[config.mk]
export PLATFORM = sky130hd
export DESIGN_NAME = wb_stage_flat
export DESIGN_NICKNAME = d
export VERILOG_FILES = /design/src/rtl/wb_stage_if.sv /design/src/rtl/wb_stage.sv /design/src/flat_wrapper.sv
export SDC_FILE = /design/constraint.sdc
export NUM_CORES = 1
export LEC_CHECK = 0
export BUFFER_PORTS_ARGS = -buffer_cell sky130_fd_sc_hd__clkbuf_2
export CORE_ASPECT_RATIO = 1.5
export CORE_UTILIZATION = 25
export DETAILED_ROUTE_END_ITERATION = 12
export SKIP_LAST_GASP = 1
export SYNTH_ARGS = -nofsm -noshare
export SYNTH_HDL_FRONTEND = slang
export SYNTH_SLANG_ARGS = --single-unit
[constraint.sdc]
create_clock -name clk -period 2 [get_ports clk]
set_input_delay 0.4 -clock clk [delete_from_list [all_inputs] [get_ports clk]]
set_output_delay 0.4 -clock clk [all_outputs]
set_load 0.01 [all_outputs]
[src/rtl/wb_stage_if.sv]
// wb_stage_if: MEM-to-WB handoff bundle.
// MEM drives the master side and WB (wb_stage) consumes it through the slave side.
interface wb_stage_if;
  logic        ms_to_ws_valid;
  logic [31:0] ms_pc;
  logic        ms_rf_we;
  logic [4:0]  ms_rf_waddr;
  logic [31:0] ms_rf_wdata;
  logic [31:0] ms_vaddr;
  logic        ms_csr_re;
  logic [85:0] ms_ex_zip;
  logic        ws_allowin;

  modport master (
    output ms_to_ws_valid, ms_pc, ms_rf_we, ms_rf_waddr, ms_rf_wdata,
           ms_vaddr, ms_csr_re, ms_ex_zip,
    input  ws_allowin
  );

  modport slave (
    input  ms_to_ws_valid, ms_pc, ms_rf_we, ms_rf_waddr, ms_rf_wdata,
           ms_vaddr, ms_csr_re, ms_ex_zip,
    output ws_allowin
  );
endinterface

[src/rtl/wb_stage.sv]
// wb_stage: last pipeline stage; commits GPR/CSR writes and raises exception/ertn flushes.
// Define WB_DEBUG_TRACE_EN to drive the difftest trace ports; otherwise they are tied to 0.
module wb_stage (
  input  logic        clk,
  input  logic        resetn,
  wb_stage_if.slave   ms,
  output logic        rf_we,
  output logic [4:0]  rf_waddr,
  output logic [31:0] rf_wdata,
  output logic        csr_re,
  output logic [13:0] csr_num,
  input  logic [31:0] csr_rvalue,
  output logic        csr_we,
  output logic [31:0] csr_wmask,
  output logic [31:0] csr_wvalue,
  output logic        wb_ex,
  output logic        wb_ertn,
  output logic [5:0]  wb_ecode,
  output logic [8:0]  wb_esubcode,
  output logic [31:0] wb_pc,
  output logic [31:0] wb_badv,
  output logic        wb_badv_we,
  output logic [31:0] debug_wb_pc,
  output logic [3:0]  debug_wb_rf_we,
  output logic [4:0]  debug_wb_rf_wnum,
  output logic [31:0] debug_wb_rf_wdata
);

  logic        ws_valid_q,    ws_valid_d;
  logic [31:0] ws_pc_q,       ws_pc_d;
  logic        ws_rf_we_q,    ws_rf_we_d;
  logic [4:0]  ws_rf_waddr_q, ws_rf_waddr_d;
  logic [31:0] ws_rf_wdata_q, ws_rf_wdata_d;
  logic [31:0] ws_vaddr_q,    ws_vaddr_d;
  logic        ws_csr_re_q,   ws_csr_re_d;
  logic [85:0] ws_ex_zip_q,   ws_ex_zip_d;

  logic ws_ready_go;
  logic ws_allowin;
  logic ws_exc;

  assign ws_ready_go   = 1'b1;
  assign ws_allowin    = !ws_valid_q || ws_ready_go;
  assign ms.ws_allowin = ws_allowin;

  // A committing exception/ertn kills whatever MEM hands over in the same cycle.
  always_comb begin
    ws_valid_d    = ws_valid_q;
    ws_pc_d       = ws_pc_q;
    ws_rf_we_d    = ws_rf_we_q;
    ws_rf_waddr_d = ws_rf_waddr_q;
    ws_rf_wdata_d = ws_rf_wdata_q;
    ws_vaddr_d    = ws_vaddr_q;
    ws_csr_re_d   = ws_csr_re_q;
    ws_ex_zip_d   = ws_ex_zip_q;
    if (ms.ms_to_ws_valid && ws_allowin) begin
      ws_pc_d       = ms.ms_pc;
      ws_rf_we_d    = ms.ms_rf_we;
      ws_rf_waddr_d = ms.ms_rf_waddr;
      ws_rf_wdata_d = ms.ms_rf_wdata;
      ws_vaddr_d    = ms.ms_vaddr;
      ws_csr_re_d   = ms.ms_csr_re;
      ws_ex_zip_d   = ms.ms_ex_zip;
    end
    if (wb_ex || wb_ertn) begin
      ws_valid_d = 1'b0;
    end else if (ws_allowin) begin
      ws_valid_d = ms.ms_to_ws_valid;
    end
  end

  always_ff @(posedge clk) begin
    if (!resetn) begin
      ws_valid_q    <= 1'b0;
      ws_pc_q       <= '0;
      ws_rf_we_q    <= 1'b0;
      ws_rf_waddr_q <= '0;
      ws_rf_wdata_q <= '0;
      ws_vaddr_q    <= '0;
      ws_csr_re_q   <= 1'b0;
      ws_ex_zip_q   <= '0;
    end else begin
      ws_valid_q    <= ws_valid_d;
      ws_pc_q       <= ws_pc_d;
      ws_rf_we_q    <= ws_rf_we_d;
      ws_rf_waddr_q <= ws_rf_waddr_d;
      ws_rf_wdata_q <= ws_rf_wdata_d;
      ws_vaddr_q    <= ws_vaddr_d;
      ws_csr_re_q   <= ws_csr_re_d;
      ws_ex_zip_q   <= ws_ex_zip_d;
    end
  end

  assign ws_exc  = ws_valid_q && (|ws_ex_zip_q[5:0]);
  assign wb_ex   = ws_exc;
  assign wb_ertn = ws_valid_q && ws_ex_zip_q[6] && !ws_exc;
  assign wb_pc   = ws_pc_q;

  // Cause priority: interrupt, adef, syscall, break, ine, ale.
  always_comb begin
    wb_ecode = 6'h00;
    if (ws_exc) begin
      if      (ws_ex_zip_q[5]) wb_ecode = 6'h00;
      else if (ws_ex_zip_q[4]) wb_ecode = 6'h08;
      else if (ws_ex_zip_q[3]) wb_ecode = 6'h0B;
      else if (ws_ex_zip_q[2]) wb_ecode = 6'h0C;
      else if (ws_ex_zip_q[1]) wb_ecode = 6'h0D;
      else if (ws_ex_zip_q[0]) wb_ecode = 6'h09;
    end
  end

  assign wb_esubcode = 9'h000;

  always_comb begin
    wb_badv = 32'h0;
    if (ws_exc) begin
      if      (ws_ex_zip_q[4]) wb_badv = ws_pc_q;
      else if (ws_ex_zip_q[0]) wb_badv = ws_vaddr_q;
    end
  end

  // An interrupt outranks adef/ale, so BADV must not be touched when one is pending.
  assign wb_badv_we = ws_exc && !ws_ex_zip_q[5] && (ws_ex_zip_q[4] || ws_ex_zip_q[0]);

  assign csr_num    = ws_ex_zip_q[20:7];
  assign csr_re     = ws_valid_q && ws_csr_re_q;
  assign csr_we     = ws_valid_q && ws_ex_zip_q[85] && !ws_exc;
  assign csr_wmask  = ws_ex_zip_q[84:53];
  assign csr_wvalue = ws_ex_zip_q[52:21];

  assign rf_we    = ws_valid_q && ws_rf_we_q && !ws_exc;
  assign rf_waddr = ws_rf_waddr_q;
  assign rf_wdata = ws_csr_re_q ? csr_rvalue : ws_rf_wdata_q;

`ifdef WB_DEBUG_TRACE_EN
  assign debug_wb_pc       = ws_pc_q;
  assign debug_wb_rf_we    = {4{rf_we}};
  assign debug_wb_rf_wnum  = rf_waddr;
  assign debug_wb_rf_wdata = rf_wdata;
`else
  assign debug_wb_pc       = 32'h0;
  assign debug_wb_rf_we    = 4'h0;
  assign debug_wb_rf_wnum  = 5'h0;
  assign debug_wb_rf_wdata = 32'h0;
`endif

endmodule

[src/flat_wrapper.sv]
// flat-port wrapper written by rule: the top's interface ports become plain ports
module wb_stage_flat 
  (clk, resetn, rf_we, rf_waddr, rf_wdata, csr_re, csr_num, csr_rvalue, csr_we, csr_wmask, csr_wvalue, wb_ex, wb_ertn, wb_ecode, wb_esubcode, wb_pc, wb_badv, wb_badv_we, debug_wb_pc, debug_wb_rf_we, debug_wb_rf_wnum, debug_wb_rf_wdata, ms_ms_to_ws_valid, ms_ms_pc, ms_ms_rf_we, ms_ms_rf_waddr, ms_ms_rf_wdata, ms_ms_vaddr, ms_ms_csr_re, ms_ms_ex_zip, ms_ws_allowin);
  wb_stage_if ms_i ();
  input  logic clk;
  input  logic resetn;
  output logic rf_we;
  output logic [4:0] rf_waddr;
  output logic [31:0] rf_wdata;
  output logic csr_re;
  output logic [13:0] csr_num;
  input  logic [31:0] csr_rvalue;
  output logic csr_we;
  output logic [31:0] csr_wmask;
  output logic [31:0] csr_wvalue;
  output logic wb_ex;
  output logic wb_ertn;
  output logic [5:0] wb_ecode;
  output logic [8:0] wb_esubcode;
  output logic [31:0] wb_pc;
  output logic [31:0] wb_badv;
  output logic wb_badv_we;
  output logic [31:0] debug_wb_pc;
  output logic [3:0] debug_wb_rf_we;
  output logic [4:0] debug_wb_rf_wnum;
  output logic [31:0] debug_wb_rf_wdata;
  input wire logic [$bits(ms_i.ms_to_ws_valid)-1:0] ms_ms_to_ws_valid;
  input wire logic [$bits(ms_i.ms_pc)-1:0] ms_ms_pc;
  input wire logic [$bits(ms_i.ms_rf_we)-1:0] ms_ms_rf_we;
  input wire logic [$bits(ms_i.ms_rf_waddr)-1:0] ms_ms_rf_waddr;
  input wire logic [$bits(ms_i.ms_rf_wdata)-1:0] ms_ms_rf_wdata;
  input wire logic [$bits(ms_i.ms_vaddr)-1:0] ms_ms_vaddr;
  input wire logic [$bits(ms_i.ms_csr_re)-1:0] ms_ms_csr_re;
  input wire logic [$bits(ms_i.ms_ex_zip)-1:0] ms_ms_ex_zip;
  output wire logic [$bits(ms_i.ws_allowin)-1:0] ms_ws_allowin;
  assign ms_i.ms_to_ws_valid = ms_ms_to_ws_valid;
  assign ms_i.ms_pc = ms_ms_pc;
  assign ms_i.ms_rf_we = ms_ms_rf_we;
  assign ms_i.ms_rf_waddr = ms_ms_rf_waddr;
  assign ms_i.ms_rf_wdata = ms_ms_rf_wdata;
  assign ms_i.ms_vaddr = ms_ms_vaddr;
  assign ms_i.ms_csr_re = ms_ms_csr_re;
  assign ms_i.ms_ex_zip = ms_ms_ex_zip;
  assign ms_ws_allowin = ms_i.ws_allowin;
  wb_stage u_core (.clk(clk), .resetn(resetn), .ms(ms_i), .rf_we(rf_we), .rf_waddr(rf_waddr), .rf_wdata(rf_wdata), .csr_re(csr_re), .csr_num(csr_num), .csr_rvalue(csr_rvalue), .csr_we(csr_we), .csr_wmask(csr_wmask), .csr_wvalue(csr_wvalue), .wb_ex(wb_ex), .wb_ertn(wb_ertn), .wb_ecode(wb_ecode), .wb_esubcode(wb_esubcode), .wb_pc(wb_pc), .wb_badv(wb_badv), .wb_badv_we(wb_badv_we), .debug_wb_pc(debug_wb_pc), .debug_wb_rf_we(debug_wb_rf_we), .debug_wb_rf_wnum(debug_wb_rf_wnum), .debug_wb_rf_wdata(debug_wb_rf_wdata));
endmodule
==> impl_metrics.toml <==
[yosys]
synth_adder_area_share_pct = 0
synthMuxAreaShare_pct = 27.6
synth_area_um2 = 9310
synth_edf_count = 0
synth_cells = 904
synth_common_cells = "mux2i_1, dfxtp_1, nor2b_1, buf_4, nor2_1"
syn_area_per_cell_um2 = 10.3
synth_top_family_by_area = "multiplexers"
ys_seq_elements = 190
ys_async_sr_fraction_pct = 0
synth_xor_area_share_pct = 0
seq_area_frac_synth_pct = 40.9
yosys.area_share.simple_pct = 15.2
yosys.area.top_type = "dfxtp_1"
synth_most_common_cell = "mux2i_1"
ys_warn_count = 0
yosysUniqueCellTypes = 20
synth_area_leaders = "dfxtp_1, mux2i_1, buf_4, nor2b_1, mux2_2"
synth_compound_area_share_pct = 0.309
synth_ff_type = "dfxtp_1"
yosysTopAreaCellShare_pct = 40.9

[clock_network]
cts.sinks = 190
cts.clk_slew.worst_paths_ns = 0.08
hold_buffers = 0
clockBufferDepth = 2
cts_inserted_buffers = 17
clock_latency_ns = 0.44
cts.root.buffer_cell = "clkbuf_16"
h-tree-depth = 4
cts_tree = "yes"

[placement]
dp_cells = 1693
port_buffers = 412
dpl_worst_slack_ns = 0.0301
gp_congestion = 0.820
hpwl_um = 18800

[global_routing]
grt_pass1_vias = 6539
grt_pass1_wl_um = 36600
grt_overflow = 0
antenna_found_initial = 0
grt_start_max_net_pins = 101
track_usage_pct = 12.6

[finish]
area_delta_synth_final_pct = 27.7
antennaDiodeCount = 0
final_layout_size_suffix_gt1_share_pct = 41.9
stdcell_count = 1736
nets = 1464
utilization_pct = 32.4

[floorplan]
die_area_um2 = 38000
core-area_um2 = 36700
start_util_pct = 25.4
die_width_um = 160
dieHeight_um = 238
ioPinCount = 498
rows = 86

[sta]
maxSlewViolCount = 0
rsz0062_at_grt = "yes"
final-setup-viol-count = 3
finalCriticalPeriod_ns = 2.25
fin_tns_setup_ns = -0.726
clock-skew-final_ns = 0.0123
finalCritPeriodShare_pct = 112
fmax_ghz = 0.444
finalWorstSetupSlack_ns = -0.250
timing.final.hold_violations = 0

[power]
power_mw = 8.93
vdd.ir_drop.worst_v = 0.000410
p_leak_nw = 5.91
powerDensity_nw_per_um2 = 751

[min_path]
whs_path_depth = 3
hp-start = "ms_ms_vaddr[29]"
min_to = "u_core.ws_vaddr_q[29]$_SDFFE_PN0P_"
hold_class = "in2reg"

[route]
wire_per_inst_um = 14.4
viasPerCell = 3.96
ant_nets = 0
drt_pass1_iterations = 4
vias = 6872
drc_errors = 0
wirelength_um = 25100
drt_first_iter_violations = 183

[setup_path]
crit_type = "reg2out"
regToRegStartpoint = "u_core.ws_ex_zip_q[2]$_SDFFE_PN0P_"
crit_arrival_ns = 1.85
startpoint_type = "flop"
crit_required_ns = 1.60
path_max_fanout = 5
r2r_slack_ns = 0.45
cp-end-kind = "primary output"
r2r_cells = 5
timing.rr.end = "u_core.ws_valid_q$_SDFF_PP0_"

[status]
violations = "setup timing"
status = "finished with violations"

[run]
maxCapViolCount = 0
cell usage in the layout, fill, tap and decap left out, types with 3 or more instances in the layout:
| master | Yosys | layout |
|---|---|---|
| buf_8 | 2 | 3 |
| conb_1 | 2 | 85 |
| and3_1 | 4 | 4 |
| clkbuf_16 | 0 | 18 |
| clkbuf_2 | 0 | 409 |
| nor2_1 | 39 | 38 |
| inv_8 | 0 | 3 |
| mux2i_1 | 221 | 220 |
| inv_6 | 0 | 5 |
| buf_12 | 0 | 11 |
| buf_4 | 163 | 23 |
| dfxtp_1 | 190 | 186 |
| nor2b_1 | 190 | 190 |
| mux2_2 | 32 | 32 |
worst max-delay path: stages (launching register included):
cell and delay [ns]:
dfxtp_1 0.35, or4_4 0.52, nor3_4 0.24, and3_1 0.18
buf_2 0.13
through the flow:
step                instance area, um^2  hold slack, ns
floorplan                          9620           0.474
global placement                  11100           0.496
detailed placement                11100           0.503
CTS                               11800           0.166
global route                      11900           0.192
finish                            11900           0.207
what timing repair did:
item	CTS	global route
setup endpoints to repair	38	19
buffers inserted	9	1
cloned	1	1
pin swaps	8	4
resized for setup	11	6
sequential cells by signal, summed over array words and instances (netlist names):
register / count
u_core.ws_ex_zip_q: 86
u_core.wb_pc: 32
u_core.ws_rf_wdata_q: 32
u_core.ws_vaddr_q: 32
u_core.rf_waddr: 5
u_core.ws_csr_re_q: 1
u_core.ws_rf_we_q: 1
u_core.ws_valid_q: 1
how the worst max path moves through the flow:
stage | cells after the start | start | slack (ns) | endpoint
2_1_floorplan | 3 | u_core.ws_ex_zip_q[0]$_SDFFE_PN0P_ | 0.36 | wb_ertn
3_3_place_gp | 4 | u_core.ws_ex_zip_q[0]$_SDFFE_PN0P_ | 0.08 | wb_badv[2]
3_5_place_dp | 4 | u_core.ws_ex_zip_q[0]$_SDFFE_PN0P_ | 0.03 | wb_badv[2]
4_1_cts | 4 | u_core.ws_ex_zip_q[1]$_SDFFE_PN0P_ | -0.31 | wb_ertn
5_1_grt | 4 | u_core.ws_ex_zip_q[1]$_SDFFE_PN0P_ | -0.36 | wb_ertn
6_report | 4 | u_core.ws_ex_zip_q[2]$_SDFFE_PN0P_ | -0.25 | wb_ertn
report_power, final:
| group | total, mW | switching, mW | internal [mW] |
|---|---|---|---|
| clock network | 3.30 | 1.63 | 1.67 |
| registers | 4.17 | 0.162 | 4.01 |
| logic | 1.46 | 0.706 | 0.752 |
| total | 8.93 | 2.50 | 6.44 |
layout make-up:
type / instances / area (um^2)
multi-input cells: 582 / 4390
flip-flops and latches: 190 / 3810
clock inverters: 13 / 123
fillers: 3852 / 24800
well taps: 484 / 606
repair buffers: 449 / 2530
clock buffers: 18 / 439
cell families (layout without fill, tap and decap cells):
family / after synthesis / count (layout)
and+or+nand+nor: 240 / 240
DFF: 190 / 190
buffers and inverters: 216 / 480
muxes: 253 / 253
other: 2 / 85
AOI/OAI and AO/OA: 3 / 4
metal layers:
metal  vias to the layer above  wire, um  track usage [%]
li1                       3390         -                -
met1                      3187      9660             13.4
met2                       277     13800             24.1
met3                        18      1170             2.42
met4                         0       414             5.19
met5                         -         0                0
No activity file was read; power rests on OpenSTA's default activity.
